<file path="src/rtl/mem_port_arbiter.sv">
// -----------------------------------------------------------------------------
// mem_port_arbiter
//   Shares one single-ported unified memory between instruction fetch (IF) and
//   load/store (MEM). MEM accesses have fixed priority over fetch, but a fetch
//   already in flight always completes first. Each access is a req/ack
//   handshake of variable latency. The fetched instruction is buffered until
//   the pipeline consumes it. The two stall outputs are ORed by the pipeline
//   with the hazard unit's stalls.
//
// Ports
//   CLK, reset                  clock, synchronous active-high reset
//   IF_Req/IF_Addr/IF_Flush     fetch request, PC, taken-branch flush
//   MEM_Req/MEM_Write/MEM_Addr/MEM_WData
//                               load/store request from the MEM stage
//   Mem_Req/Mem_Write/Mem_Addr/Mem_WData
//                               registered request to memory, stable until ack
//   Mem_RData/Mem_Ack           memory read data and completion
//   IF_Inst/IF_Valid            buffered instruction, level valid until consumed
//   MEM_RData/MEM_Done          load result, one-cycle completion pulse
//   Stall_Pipe/Stall_Fetch      combinational pipeline stalls
//   Timeout_Err                 sticky watchdog flag
// -----------------------------------------------------------------------------
module mem_port_arbiter #(
  parameter int ADDR_WIDTH     = 32,
  parameter int DATA_WIDTH     = 32,
  parameter int TIMEOUT_CYCLES = 255
) (
  input  logic                  CLK,
  input  logic                  reset,
  input  logic                  IF_Req,
  input  logic [ADDR_WIDTH-1:0] IF_Addr,
  input  logic                  IF_Flush,
  input  logic                  MEM_Req,
  input  logic                  MEM_Write,
  input  logic [ADDR_WIDTH-1:0] MEM_Addr,
  input  logic [DATA_WIDTH-1:0] MEM_WData,
  output logic                  Mem_Req,
  output logic                  Mem_Write,
  output logic [ADDR_WIDTH-1:0] Mem_Addr,
  output logic [DATA_WIDTH-1:0] Mem_WData,
  input  logic [DATA_WIDTH-1:0] Mem_RData,
  input  logic                  Mem_Ack,
  output logic [DATA_WIDTH-1:0] IF_Inst,
  output logic                  IF_Valid,
  output logic [DATA_WIDTH-1:0] MEM_RData,
  output logic                  MEM_Done,
  output logic                  Stall_Pipe,
  output logic                  Stall_Fetch,
  output logic                  Timeout_Err
);

  localparam int WD_W = $clog2(TIMEOUT_CYCLES + 1);
  localparam logic [WD_W-1:0] WD_MAX = WD_W'(TIMEOUT_CYCLES);

  typedef enum logic [1:0] {
    IDLE  = 2'd0,
    DATA  = 2'd1,
    FETCH = 2'd2
  } state_t;

  state_t                state_q, state_d;
  logic                  mem_req_q, mem_req_d;
  logic                  mem_write_q, mem_write_d;
  logic [ADDR_WIDTH-1:0] mem_addr_q, mem_addr_d;
  logic [DATA_WIDTH-1:0] mem_wdata_q, mem_wdata_d;
  logic [DATA_WIDTH-1:0] if_inst_q, if_inst_d;
  logic                  if_valid_q, if_valid_d;
  logic [DATA_WIDTH-1:0] mem_rdata_q, mem_rdata_d;
  logic                  mem_done_q, mem_done_d;
  logic                  timeout_q, timeout_d;
  logic                  drop_q, drop_d;
  logic [WD_W-1:0]       wdog_q, wdog_d;
  logic                  stall_pipe;

  // Watchdog count saturates at the threshold instead of wrapping.
  function automatic logic [WD_W-1:0] sat_inc(input logic [WD_W-1:0] v);
    return (v == WD_MAX) ? v : v + WD_W'(1);
  endfunction

  // MEM_Done marks the cycle in which the MEM stage is released; its inputs
  // still describe the completed access, so it is not re-granted then.
  assign stall_pipe  = MEM_Req & ~mem_done_q;
  assign Stall_Pipe  = stall_pipe;
  assign Stall_Fetch = IF_Req & ~if_valid_q & ~stall_pipe;

  always_comb begin
    state_d     = state_q;
    mem_req_d   = mem_req_q;
    mem_write_d = mem_write_q;
    mem_addr_d  = mem_addr_q;
    mem_wdata_d = mem_wdata_q;
    if_inst_d   = if_inst_q;
    if_valid_d  = if_valid_q;
    mem_rdata_d = mem_rdata_q;
    mem_done_d  = 1'b0;
    timeout_d   = timeout_q;
    drop_d      = drop_q;
    wdog_d      = wdog_q;

    // Buffered instruction leaves on consumption; a flush wins either way.
    if (IF_Flush || (if_valid_q && !stall_pipe)) begin
      if_valid_d = 1'b0;
    end

    case (state_q)
      IDLE: begin
        if (MEM_Req && !mem_done_q) begin
          state_d     = DATA;
          mem_req_d   = 1'b1;
          mem_write_d = MEM_Write;
          mem_addr_d  = MEM_Addr;
          mem_wdata_d = MEM_WData;
        end else if (IF_Req && !if_valid_q && !IF_Flush) begin
          state_d     = FETCH;
          mem_req_d   = 1'b1;
          mem_write_d = 1'b0;
          mem_addr_d  = IF_Addr;
        end
      end
      DATA: begin
        if (Mem_Ack) begin
          state_d    = IDLE;
          mem_req_d  = 1'b0;
          mem_done_d = 1'b1;
          if (!mem_write_q) begin
            mem_rdata_d = Mem_RData;
          end
        end
      end
      FETCH: begin
        if (Mem_Ack) begin
          state_d   = IDLE;
          mem_req_d = 1'b0;
          drop_d    = 1'b0;
          // A flush earlier in the access, or in this very cycle, makes the
          // returned word stale.
          if (!drop_q && !IF_Flush) begin
            if_inst_d  = Mem_RData;
            if_valid_d = 1'b1;
          end
        end else if (IF_Flush) begin
          drop_d = 1'b1;
        end
      end
      default: begin
        state_d   = IDLE;
        mem_req_d = 1'b0;
      end
    endcase

    if (state_q == IDLE || Mem_Ack) begin
      wdog_d = '0;
    end else if (mem_req_q) begin
      wdog_d = sat_inc(wdog_q);
    end
    if (wdog_d == WD_MAX) begin
      timeout_d = 1'b1;
    end
  end

  always_ff @(posedge CLK) begin
    if (reset) begin
      state_q     <= IDLE;
      mem_req_q   <= 1'b0;
      mem_write_q <= 1'b0;
      mem_addr_q  <= '0;
      mem_wdata_q <= '0;
      if_inst_q   <= '0;
      if_valid_q  <= 1'b0;
      mem_rdata_q <= '0;
      mem_done_q  <= 1'b0;
      timeout_q   <= 1'b0;
      drop_q      <= 1'b0;
      wdog_q      <= '0;
    end else begin
      state_q     <= state_d;
      mem_req_q   <= mem_req_d;
      mem_write_q <= mem_write_d;
      mem_addr_q  <= mem_addr_d;
      mem_wdata_q <= mem_wdata_d;
      if_inst_q   <= if_inst_d;
      if_valid_q  <= if_valid_d;
      mem_rdata_q <= mem_rdata_d;
      mem_done_q  <= mem_done_d;
      timeout_q   <= timeout_d;
      drop_q      <= drop_d;
      wdog_q      <= wdog_d;
    end
  end

  assign Mem_Req     = mem_req_q;
  assign Mem_Write   = mem_write_q;
  assign Mem_Addr    = mem_addr_q;
  assign Mem_WData   = mem_wdata_q;
  assign IF_Inst     = if_inst_q;
  assign IF_Valid    = if_valid_q;
  assign MEM_RData   = mem_rdata_q;
  assign MEM_Done    = mem_done_q;
  assign Timeout_Err = timeout_q;

endmodule
</file>
<file path="config.mk">
export PLATFORM = sky130hd
export DESIGN_NAME = mem_port_arbiter
export DESIGN_NICKNAME = d
export VERILOG_FILES = /design/src/rtl/mem_port_arbiter.sv
export SDC_FILE = /design/constraint.sdc
export NUM_CORES = 1
export LEC_CHECK = 0
export CORE_ASPECT_RATIO = 0.75
export CORE_UTILIZATION = 41
export DETAILED_ROUTE_END_ITERATION = 8
export GPL_TIMING_DRIVEN = 1
export PLACE_DENSITY_LB_ADDON = 0.25
export RECOVER_POWER = 25
export SLEW_MARGIN = 20
export SYNTH_ARGS = -nofsm -noshare
export SYNTH_HDL_FRONTEND = slang
export SYNTH_SLANG_ARGS = --single-unit
</file>
<file path="constraint.sdc">
create_clock -name CLK -period 2.1 [get_ports CLK]
set_input_delay 0.42 -clock CLK [delete_from_list [all_inputs] [get_ports CLK]]
set_output_delay 0.42 -clock CLK [all_outputs]
set_load 0.01 [all_outputs]
</file>
==> results of run 1 <==
==> layout by cell type, fill, tap and decap left out, types with 4 or more instances in the layout <==
cell             synthesis  layout
o21ai_0                  4       4
ha_1                     4       4
mux2i_1                 34      34
nor2_1                  43      42
clkbuf_16                0      17
nand2_1                203     203
nand3_1                  4       4
clkinvlp_4               0       5
buf_4                    4      11
nor3_1                   9       9
buf_12                   0       7
a211oi_2                20      20
clkdlybuf4s50_1          0     266
a31oi_1                  4       4
nand4_1                  5       5
a21oi_1                104     104
inv_1                    4       4
dfxtp_1                144     144
a211oi_1                14      15
==> area by class of cell <==
type,count,area (um2)
fill,1053,4130
timing repair buffer,291,2930
sequential,144,2880
multi-input combinational,474,2560
clock buffer,18,429
tap,171,214
clock inverter,13,139
inverter,4,15.0
==> metal layers <==
metal  track usage, %  wire length (um)  up-vias
li1                 -                 -     2787
met1             27.7              6770     2483
met2             38.7              7810      204
met3             9.48              1650       18
met4             7.95               216        0
met5                0                 0        -
==> report_power, final <==
| group | switching [W] | leakage (nW) | internal (W) |
|---|---|---|---|
| sequential | 0.000105 | 1.18 | 0.00293 |
| clock | 0.00118 | 0.265 | 0.00174 |
| combinational | 0.000669 | 1.88 | 0.000816 |
| total | 0.00195 | 3.32 | 0.00549 |
==> through the flow <==
step           setup WS (ns)  power (W)
2_1_floorplan          0.364    0.00378
3_3_place_gp          -0.142    0.00458
3_5_place_dp          -0.141    0.00459
4_1_cts                0.114    0.00752
5_1_grt               0.0735    0.00779
6_report               0.137    0.00744
==> cells in the mapped netlist (3+ instances only) <==
library cell,n
buf_1,3
nand4_1,5
nor3_1,9
nor2_1,43
nor2b_1,3
buf_6,3
a31oi_1,4
o21ai_0,4
dfxtp_1,144
nand2_1,203
clkbuf_1,20
a21oi_1,104
mux2i_1,34
inv_1,4
buf_4,4
a211oi_2,20
nand3_1,4
buf_2,22
ha_1,4
a211oi_1,14
==> flip-flops by register name, summed over array words and instances (netlist names) <==
name,cells
Timeout_Err,1
state_q,2
IF_Inst,32
wdog_q,8
IF_Valid,1
MEM_RData,32
Mem_WData,32
MEM_Done,1
Mem_Addr,32
Mem_Write,1
drop_q,1
Mem_Req,1
==> timing repair <==
action,in CTS,in global routing
buffers inserted,0,0
setup endpoints to repair,2,0
resized for setup,2,0
==> final timing paths <==
kind / startpoint / end / slack [ns] / depth (start not counted)
hold / removal: reset / wdog_q[6]$_SDFF_PP0_ / 0.36 / 3
setup / recovery: Mem_Req$_SDFFE_PP0P_ / Mem_Req / 0.14 / 1
setup reg to reg: state_q[0]$_SDFFE_PP0P_ / IF_Inst[25]$_SDFFE_PP0P_ / 0.25 / 7
hold reg to reg: MEM_RData[2]$_SDFFE_PP0P_ / MEM_RData[2]$_SDFFE_PP0P_ / 0.45 / 2
==> logic make-up (layout without fill, tap and decap cells) <==
group                      after synthesis  in the layout  share of synthesized area [%]
adders and majority gates                4              4                          0.877
buffers and inverters                   56            326                           4.82
DFF                                    144            144                           50.5
AOI/OAI and AO/OA                      154            154                           17.5
muxes                                   34             34                           5.96
xor gates and xnor gates                 1              1                          0.154
and+or+nand+nor                        281            281                           20.1
==> metrics.csv, run 1 <==
metric,value,unit
drive_gt1_share,8.37,%
vias,5492,
drc,36,
ys_async_sr_fraction,0,%
status,"finished, violations left",
cts_tree,done,
finalClockSkew,0.0102,ns
grt_pass1_wl,26700,um
cpMaxStageDelayCell,clkdlybuf4s50_1,
hold_ws,0.358,ns
syn_to_final_growth,60.6,%
yosysSeqAreaShare,50.5,%
core_area,13300,um2
slew_viol_final,0,
hpwlAfterDp,11200,um
clkLatencyLatePin,0.42,ns
tightestPinTransition,0.743,ns
drtIter0Drc,315,
overflow,0,
initial_core_util,42.9,%
rsz0062_at_grt,false,
fp.dieW,138,um
wire_per_inst,14.8,um
hold_buffers,0,
synthCells,674,
setup_tns,0,ns
gp_congestion,0.827,
crit_path_end_kind,output pin,
final_nets,1071,
slew-limit-headroom,50.5,%
portBuffers,269,
cp.arrival,1.54,ns
min_period,1.96,ns
post_drt_via_cell_ratio,4.93,
setup_viol,0,
postPlaceCellArea,8640,um2
start_kind,flop,
cts_root_buffer,clkbuf_16,
timing.final.crit_share,93.5,%
cpPeakStageDelay,0.61,ns
cts_buffers,17,
cts_sinks,144,
grt_pass1_vias,5241,
dp_cells,1084,
grt_max_degree,137,
clock_path_buffers,2,
cp_num_buf_inv,1,
clk_pin_slew_worst_paths,0.06,ns
fmax,509,MHz
synth_area_leader_cell,dfxtp_1,
cp_top_family,buffers and inverters,
synthTopCellsByArea,"dfxtp_1 (51%), nand2_1 (13%), a21oi_1 (9.1%)",
vdd_ir_drop_max,0.567,mV
drv_cap,0,
synth.distinct_cells,40,
crit_required,1.68,ns
antenna_found_initial,0,
netlist.area_leader.share,50.5,%
die_y,104,um
grtUsageTotal,23.5,%
crit_path_cell_trace,clkdlybuf4s50_1,
ios,270,
synth_nets,813,
synth-main-ff-cell,dfxtp_1,
hp-class,in2reg,
diodes,0,
syn_area_per_cell,8.47,um2
power.density,812,nW/um2
ant_nets,0,
h-tree-depth,4,
synth-warning-count,0,
dr.pass1.iters,7,
final_area,9160,um2
dieArea,14400,um2
routed_wl,16500,um
critPathMaxFanout,10,
final_core_util,68.9,%
synth_area,5710,um2
stdcell_count,1115,
synth-edff-count,0,
leakage,3.32,nW
fp-row-count,36,
report.final.hold_viol_count,0,
synth_seq_cells,144,
violations,design-rule violations,
critical_path_class,reg2out,
No activity file was read; power rests on OpenSTA's default activity.
==> run 2: changes to the inputs <==
- CTS_CLUSTER_DIAMETER: not set -> 40
==> results of run 2 <==
No change in the layout: final DEF, timing and power equal those of run 1.
==> run 3: changes to the inputs <==
- CORE_UTILIZATION: 41 -> 44
- clock period: 2.1 -> 2.5 ns (I/O delays scaled with it)
==> metrics.csv, run 3 (synthesized netlist as in run 1, its figures left out) <==
metric,value,unit,change
final_common_cell,clkdlybuf4s50_1,,
p_total,0.00640,W,-14%
leakage,3.29,nW,-1.0%
clkLatencyLatePin,0.41,ns,about the same
die_y,101,um,-3.4%
holdPathEnd,MEM_RData[19]$_SDFFE_PP0P_,,
stdcell_count,1103,,-1.1%
drc,0,,-100%
clock_path_buffers,2,,unchanged
final_cell_mix,"clkdlybuf4s50_1 (267), nand2_1 (203), dfxtp_1 (144)",,
fp-row-count,35,,-2.8%
cp.arrival,1.82,ns,+0.28 ns
overflow,0,,unchanged
cpMaxStageDelayCell,clkdlybuf4s50_1,,
hp-class,reg2reg,,
grt_busiest_layer,met2,,
timing.final.crit_share,92.9,%,
fmax,430,MHz,
cts_sinks,144,,unchanged
hp-start,MEM_RData[19]$_SDFFE_PP0P_,,
slew_viol_final,0,,unchanged
setup_viol,0,,unchanged
start_kind,input pin,,
critical_path_class,in2out,,
critPathMaxFanout,5,,-5
ios,270,,unchanged
final_nets,1063,,-0.75%
post_drt_via_cell_ratio,5.15,,+4.6%
crit_path_cell_trace,"clkdlybuf4s50_1, nor2b_4, nor3b_1, clkdlybuf4s50_1",,
final_core_util,72.9,%,+3.9 points
gp_congestion,0.801,,-3.1%
grt_max_degree,137,,unchanged
clk_pin_slew_worst_paths,0.06,ns,about the same
ctsResizeCount,0,,-2
routed_wl,17200,um,+4.9%
postPlaceCellArea,8520,um2,-1.3%
cts_setup_buffers,0,,unchanged
grtUsageMet2,45.6,%,+6.9 points
gr-usage-met3,7.24,%,-2.2 points
rsz0062_at_grt,false,,
grt_pass1_wl,26600,um,-0.18%
drive_gt1_share,7.47,%,-0.90 points
grt_pass1_vias,5589,,+6.6%
initial_core_util,45.7,%,+2.8 points
dieArea,13400,um2,-6.7%
hpwlAfterDp,12000,um,+6.8%
grtUsageTotal,25.0,%,+1.5 points
min_period,2.32,ns,
setup_tns,0,ns,unchanged
wire_per_inst,15.6,um,+6.0%
crit_path_end_kind,output pin,,
vias,5684,,+3.5%
crit_required,2.00,ns,+0.32 ns
timing.critical_path.mode_cell,clkdlybuf4s50_1,,
hold_buffers,0,,unchanged
ant_nets,0,,unchanged
drv_cap,0,,unchanged
whs_path_depth,2,,-1
cts_root_buffer,clkbuf_16,,
slew-limit-headroom,51.6,%,+1.2 points
met1_usage,27.1,%,-0.64 points
finalClockSkew,0.00868,ns,-0.00148 ns
core_area,12500,um2,-6.1%
diodes,0,,unchanged
status,finished clean,,
final_area,9090,um2,-0.72%
reg2reg_slack,0.47,ns,+0.22 ns
tightestPinTransition,0.726,ns,-0.0173 ns
dp_cells,1071,,-1.2%
syn_to_final_growth,59.4,%,
fp.dieW,133,um,-3.4%
cts_tree,done,,
drtIter0Drc,300,,-4.8%
antenna_found_initial,0,,unchanged
portBuffers,269,,unchanged
worstReg2RegEnd,Mem_WData[21]$_SDFFE_PP0P_,,
vdd_ir_drop_max,0.481,mV,-15%
r2r_cells,6,,-1
cpPeakStageDelay,0.57,ns,-0.04 ns
report.final.hold_viol_count,0,,unchanged
power.density,704,nW/um2,-13%
reg2reg_from,MEM_Done$_SDFF_PP0_,,
h-tree-depth,4,,unchanged
dr.pass1.iters,6,,-1
cts_buffers,17,,unchanged
run 3: cell count changes in the layout (fill, tap and decap cells not counted), moves of 3 or more:
cell,delta
buf_4,-5
buf_12,-4
clkinv_2,-3
clkinvlp_4,-3
inv_6,+3
run 3: worst max path at each step:
stage / slack [ns] / start / end / cells past startpoint
final: 0.18 / MEM_Req / Stall_Fetch / 4
after global routing: 0.08 / MEM_Req / Mem_WData[21]$_SDFFE_PP0P_ / 7
after CTS: 0.17 / MEM_Req / Stall_Fetch / 4
after detailed placement: 0.08 / MEM_Req / Mem_Addr[1]$_SDFFE_PP0P_ / 8
after global placement: 0.16 / MEM_Req / Stall_Fetch / 4
after floorplan: 0.60 / MEM_Req / Stall_Fetch / 5
run 3: power breakdown:
part	internal [W]	leakage, nW	switching (W)
clock	0.00160	0.291	0.00103
sequential	0.00246	1.18	0.0000973
combinational	0.000649	1.82	0.000564
total	0.00471	3.29	0.00169
run 3: layout make-up:
cell class,count,area [um2]
multi-input cells,474,2560
well taps,166,208
fillers,871,3390
flip-flops and latches,144,2880
inverters,4,15.0
repair buffers,283,2810
clock inverters,13,178
clock buffers,19,433
run 3: stage by stage:
stage          hold WS, ns  worst slack, ns
2_1_floorplan        0.453            0.604
3_3_place_gp         0.441            0.159
3_5_place_dp         0.446           0.0764
4_1_cts              0.454            0.172
5_1_grt              0.472           0.0840
6_report             0.453            0.177
run 3: worst max-delay path, delay by kind of cell:
kind	cells	cell delay, ns
buffers and inverters	2	0.97
and+or+nand+nor	2	0.34
run 3: metal layers:
| metal | wire length, um | share of wire [%] |
|---|---|---|
| met1 | 6930 | 40 |
| met2 | 8550 | 50 |
| met3 | 1280 | 7.4 |
| met4 | 484 | 2.8 |
| met5 | 0 | 0 |
